--- src/rtl/axis_deskew.sv ---
// Removes the lane-k, k-cycle staircase skew and queues aligned words in a DEPTH-entry FIFO (R cycles lane 0 -> m_valid).
// Upstream is throttled by a lane-0 credit (s_ready); the output is plain valid/ready straight from the FIFO head.
module axis_deskew #(
  parameter int R     = 4,
  parameter int W     = 8,
  parameter int DEPTH = 8
) (
  input  logic           c,
  input  logic           rst,
  input  logic [R-1:0]   s_valid,
  input  logic [R*W-1:0] s_data,
  input  logic           s_last,
  output logic           s_ready,
  output logic           m_valid,
  input  logic           m_ready,
  output logic [R*W-1:0] m_data,
  output logic           m_last,
  output logic           err
);

  localparam int AW = (DEPTH > 1) ? $clog2(DEPTH) : 1;
  localparam int CW = $clog2(DEPTH + 1);
  localparam int IW = $clog2(R + 1);
  localparam int SW = $clog2(DEPTH + R + 1);

  logic           accept;
  logic [R-1:0]   lane_vld;
  logic [R-1:0]   al_vld;
  logic [R*W-1:0] al_dat;
  logic           al_last;
  logic           wr_en;
  logic           rd_en;
  logic           mismatch;
  logic           drop;

  logic [AW-1:0]  wr_ptr_q, wr_ptr_d;
  logic [AW-1:0]  rd_ptr_q, rd_ptr_d;
  logic [CW-1:0]  count_q, count_d;
  logic [IW-1:0]  inflight_q, inflight_d;
  logic           err_q, err_d;
  logic [R*W-1:0] mem_q [DEPTH];
  logic           last_mem_q [DEPTH];

  // Credit depends on state only, so upstream can decide within the cycle.
  assign s_ready = (SW'(count_q) + SW'(inflight_q)) < SW'(DEPTH);
  assign accept  = s_valid[0] & s_ready;
  assign drop    = s_valid[0] & ~s_ready;

  always_comb begin
    lane_vld    = s_valid;
    lane_vld[0] = accept;
  end

  for (genvar k = 0; k < R; k++) begin : g_lane
    localparam int D = R - 1 - k;
    if (D == 0) begin : g_pass
      assign al_vld[k]        = lane_vld[k];
      assign al_dat[k*W +: W] = s_data[k*W +: W];
    end else begin : g_dly
      logic [D-1:0]        vld_q;
      logic [D-1:0][W-1:0] dat_q;
      always_ff @(posedge c) begin
        if (rst) begin
          vld_q <= '0;
          dat_q <= '0;
        end else begin
          vld_q[0] <= lane_vld[k];
          dat_q[0] <= s_data[k*W +: W];
          for (int j = 1; j < D; j++) begin
            vld_q[j] <= vld_q[j-1];
            dat_q[j] <= dat_q[j-1];
          end
        end
      end
      assign al_vld[k]        = vld_q[D-1];
      assign al_dat[k*W +: W] = dat_q[D-1];
    end
  end

  if (R == 1) begin : g_last_pass
    assign al_last = s_last;
  end else begin : g_last_dly
    logic [R-2:0] last_q;
    always_ff @(posedge c) begin
      if (rst) begin
        last_q <= '0;
      end else begin
        last_q[0] <= s_last;
        for (int j = 1; j < R - 1; j++) begin
          last_q[j] <= last_q[j-1];
        end
      end
    end
    assign al_last = last_q[R-2];
  end

  assign wr_en    = al_vld[0];
  assign rd_en    = m_valid & m_ready;
  assign mismatch = |(al_vld ^ {R{al_vld[0]}});

  function automatic logic [AW-1:0] ptr_inc(input logic [AW-1:0] p);
    return (p == AW'(DEPTH - 1)) ? '0 : p + AW'(1);
  endfunction

  always_comb begin
    wr_ptr_d   = wr_ptr_q;
    rd_ptr_d   = rd_ptr_q;
    count_d    = count_q;
    inflight_d = inflight_q;
    if (wr_en) wr_ptr_d = ptr_inc(wr_ptr_q);
    if (rd_en) rd_ptr_d = ptr_inc(rd_ptr_q);
    if (wr_en && !rd_en)      count_d = count_q + CW'(1);
    else if (!wr_en && rd_en) count_d = count_q - CW'(1);
    if (accept && !wr_en)      inflight_d = inflight_q + IW'(1);
    else if (!accept && wr_en) inflight_d = inflight_q - IW'(1);
    err_d = err_q | mismatch | drop;
  end

  always_ff @(posedge c) begin
    if (rst) begin
      wr_ptr_q   <= '0;
      rd_ptr_q   <= '0;
      count_q    <= '0;
      inflight_q <= '0;
      err_q      <= 1'b0;
    end else begin
      wr_ptr_q   <= wr_ptr_d;
      rd_ptr_q   <= rd_ptr_d;
      count_q    <= count_d;
      inflight_q <= inflight_d;
      err_q      <= err_d;
    end
  end

  // Storage is not reset; m_valid gates whatever it holds.
  always_ff @(posedge c) begin
    if (wr_en && !rst) begin
      mem_q[wr_ptr_q]      <= al_dat;
      last_mem_q[wr_ptr_q] <= al_last;
    end
  end

  assign m_valid = (count_q != '0);
  assign m_data  = mem_q[rd_ptr_q];
  assign m_last  = m_valid & last_mem_q[rd_ptr_q];
  assign err     = err_q;

endmodule

--- config.mk ---
export PLATFORM = sky130hd
export DESIGN_NAME = axis_deskew
export DESIGN_NICKNAME = d
export VERILOG_FILES = /design/src/rtl/axis_deskew.sv
export SDC_FILE = /design/constraint.sdc
export NUM_CORES = 1
export LEC_CHECK = 0
export CORE_AREA = 2 2 208 210
export CTS_CLUSTER_SIZE = 8
export DETAILED_ROUTE_END_ITERATION = 10
export DIE_AREA = 0 0 210 212
export GPL_ROUTABILITY_DRIVEN = 0
export GPL_TIMING_DRIVEN = 0
export SYNTH_ARGS = -nofsm -noshare
export SYNTH_HDL_FRONTEND = slang
export SYNTH_SLANG_ARGS = --single-unit
--- constraint.sdc ---
create_clock -name c -period 5.2 [get_ports c]
set_clock_uncertainty 0.05 [all_clocks]
set_input_delay 1.04 -clock c [delete_from_list [all_inputs] [get_ports c]]
set_output_delay 1.04 -clock c [all_outputs]
set_load 0.005 [all_outputs]
==> results.json <==
{
  "swShare": 0.229,
  "yosysSeqAreaShare": 0.749,
  "cts-buffers-inserted": 48,
  "synth_seq_cells": 338,
  "worst_setup_path_start_kind": "flop",
  "dr.pass1.iters": 4,
  "clock_latency_ns": 0.53,
  "die_width_um": 210,
  "fmax_mhz": 243,
  "p_sw_uw": 1590,
  "place_area_um2": 14300,
  "crit_fanout": 10,
  "clkPwrFrac": 0.406,
  "core_um2": 42500,
  "power.total_uw": 6970,
  "post_cts_resized": 0,
  "r2r-start": "count_q[1]",
  "post-cts-setup-buffers": 0,
  "synthesis.instances": 605,
  "clock-root-buffer": "clkbuf_16",
  "start_util": 0.296,
  "drc_errors": 0,
  "cts_tree": "done",
  "finalSetupViolations": 0,
  "nNetsFinal": 800,
  "yosys_warnings": 0,
  "io_pins": 76,
  "syn2layout_area_growth_pct": 24.8,
  "antenna_found_initial": 0,
  "antenna_cells": 0,
  "crit_required_ns": 4.11,
  "hold_path_depth": 1,
  "pwr-share-comb": 0.159,
  "die_area_um2": 44500,
  "min_from": "g_lane[0].g_dly.dat_q[13]",
  "rsz0062_at_grt": "false",
  "dp_hpwl_um": 15400,
  "max_slew.worst_pin.slew_ns": 1.01,
  "internal-power_uw": 5370,
  "wl_um": 24800,
  "max_cap_violations": 0,
  "initialDrtViolationCount": 407,
  "period_share": 0.790,
  "finalHoldViolCount": 0,
  "netlist_area_um2": 12600,
  "grt_usage": 0.112,
  "r2r_slack_ns": 2.24,
  "final_area_um2": 15700,
  "slew_headroom": 0.324,
  "h-tree-depth": 2,
  "grt_pass1_vias": 6124,
  "avgSynthCellArea_um2": 20.8,
  "grt_max_degree": 21,
  "ant_nets": 0,
  "peakVddDrop_mv": 0.192,
  "min_period_ns": 4.11,
  "globalRouteOverflowTotal": 0,
  "p_leak_uw": 0.00520,
  "die_h_um": 212,
  "drt-wirelength-per-cell_um": 18.6,
  "place.port_buffers": 75,
  "viasPerCell": 4.45,
  "yosysUniqueCellTypes": 36,
  "power_density_nw_per_um2": 445,
  "grt_pass1_wl_um": 37000,
  "clkTransAtPathRegs_ns": 0.05,
  "hold_buffers": 0,
  "r2r-end": "inflight_q[2]",
  "clock-sinks": 338,
  "synth_nets": 657,
  "crit_path_end_kind": "primary output",
  "drive_gt1_frac": 0.165,
  "status": "finished clean",
  "critical_path_arrival_ns": 3.02,
  "fill_cells": 3874,
  "cts_buffer_depth": 3,
  "via_count": 5930,
  "path_class": "flop to primary output",
  "rr_worst_depth": 11,
  "min_to": "al_dat[5]",
  "rows": 76,
  "slew_violations": 0,
  "holdCritPathClass": "flop to flop",
  "seqPwrFrac": 0.436
}
==> cells in the mapped netlist <==
cell        n  area share
a211oi_1    1     0.00060
a21oi_1    10      0.0040
a31o_2      1     0.00070
a31oi_1     1     0.00050
and2_1      2      0.0010
and3b_1     1     0.00070
buf_1       4      0.0012
buf_2       1     0.00040
buf_6       7      0.0063
clkbuf_1   16      0.0048
dfxtp_1    74        0.12
edfxtp_1  264        0.63
fa_1        2      0.0032
ha_1       10       0.010
inv_1       3     0.00090
mux2_2     34       0.030
mux2i_1     3      0.0024
mux4_1     58        0.12
mux4_2      8       0.014
nand2_1     7      0.0021
nand2b_1    2      0.0010
nand3_1     2     0.00080
nand3b_1    1     0.00060
nand4_1     1     0.00050
nand4b_1    1     0.00070
nor2_1     19      0.0057
nor2b_1    57       0.028
nor3_1      1     0.00040
nor4_1      2      0.0010
o21ai_0     1     0.00040
o22ai_1     1     0.00050
or3_1       2      0.0010
or3b_2      1     0.00070
or4_1       2      0.0012
xnor2_1     1     0.00070
xor2_1      4      0.0028
==> registers in the layout, summed over array words and instances (netlist names), 4 cells and up, named ones only <==
register            flops
al_dat                 16
count_q                 4
g_lane.g_dly.dat_q     32
g_lane.g_dly.vld_q      6
last_mem_q              8
mem_q                 256
==> kinds of logic (layout without fill, tap and decap cells) <==
| family | count (synthesis) | after routing | share of synthesized area |
|---|---|---|---|
| mux | 103 | 103 | 0.169 |
| flops | 338 | 338 | 0.749 |
| compound gates | 15 | 15 | 0.00667 |
| xor+xnor | 5 | 5 | 0.00349 |
| simple gates | 101 | 101 | 0.0457 |
| buf+inv | 31 | 213 | 0.0135 |
| fa+ha+maj | 12 | 12 | 0.0131 |
==> per-layer routing <==
| metal | track usage | vias to the layer above | wire (um) | share of wire |
|---|---|---|---|---|
| li1 | - | 2736 | - | - |
| met1 | 0.146 | 3014 | 11000 | 0.44 |
| met2 | 0.189 | 147 | 12100 | 0.49 |
| met3 | 0.0236 | 33 | 1260 | 0.051 |
| met4 | 0.0333 | 0 | 387 | 0.016 |
| met5 | 0 | - | 0 | 0 |
==> per-stage QoR <==
stage | setup slack, ns | util | cells | hold slack [ns] | TNS [ns]
final | 1.09 | 0.369 | 1333 | 0.378 | 0
after global routing | 0.947 | 0.369 | 1333 | 0.400 | 0
after CTS | 1.04 | 0.369 | 1333 | 0.380 | 0
after detailed placement | 1.41 | 0.336 | 1244 | 0.372 | 0
after global placement | -4.21 | 0.329 | 1226 | 0.366 | -351.58
after floorplan | 0.191 | - | 605 | 0.364 | 0
==> worst max-delay path by stage <==
| stage | startpoint | end | slack (ns) | cells past startpoint |
|---|---|---|---|---|
| floorplan | rst | last_mem_q[0] | 0.19 | 2 |
| finish | flop | m_data[15] | 1.09 | 5 |
| global route | flop | m_data[15] | 0.95 | 5 |
| CTS | flop | m_data[15] | 1.04 | 5 |
| global placement | rst | mem_q[0][18] | -4.21 | 3 |
| detailed placement | rst | mem_q[0][24] | 1.41 | 5 |
==> final cells by class <==
| cell class | count | area, um^2 | area share |
|---|---|---|---|
| Buffer | 28 | 159 | 0.0101 |
| Timing Repair Buffer | 93 | 980 | 0.0625 |
| Multi-Input combinational cell | 236 | 3040 | 0.194 |
| Inverter | 3 | 11.3 | 0.000718 |
| Clock inverter | 3 | 25.0 | 0.00160 |
| Clock buffer | 86 | 1370 | 0.0871 |
| Tap cell | 546 | 683 | 0.0436 |
| Sequential cell | 338 | 9410 | 0.600 |
==> placed cells by master, fill, tap and decap left out, drive strengths merged, types with 2 or more instances in the layout <==
master | synthesis | routed
mux4 | 66 | 66
xor2 | 4 | 4
clkbuf | 16 | 102
ha | 10 | 10
mux2 | 34 | 34
and2 | 2 | 2
nor2b | 57 | 57
or4 | 2 | 2
nand2b | 2 | 2
buf | 12 | 30
clkdlybuf4s50 | 0 | 75
nand3 | 2 | 2
nand2 | 7 | 7
dfxtp | 74 | 74
mux2i | 3 | 3
edfxtp | 264 | 264
a21oi | 10 | 10
nor4 | 2 | 2
or3 | 2 | 2
fa | 2 | 2
nor2 | 19 | 19
inv | 3 | 5
==> worst max-delay path, cell delays in order, from the launching register on <==
cell	delay (ns)
dfxtp_1	0.36
buf_2	0.28
buf_1	0.64
mux4_1	0.42
mux2_2	0.31
clkdlybuf4s50_1	0.47
==> power groups by stage <==
stage               sequential (uW)  clock (uW)  combinational (uW)
finish                         3040        2830                1110
global route                   3050        3010                1210
CTS                            3040        2890                1140
detailed placement             3090           0                1130
global placement               3090           0                1120
floorplan                      3070           0                 696
(Power assumes the default switching activity.)
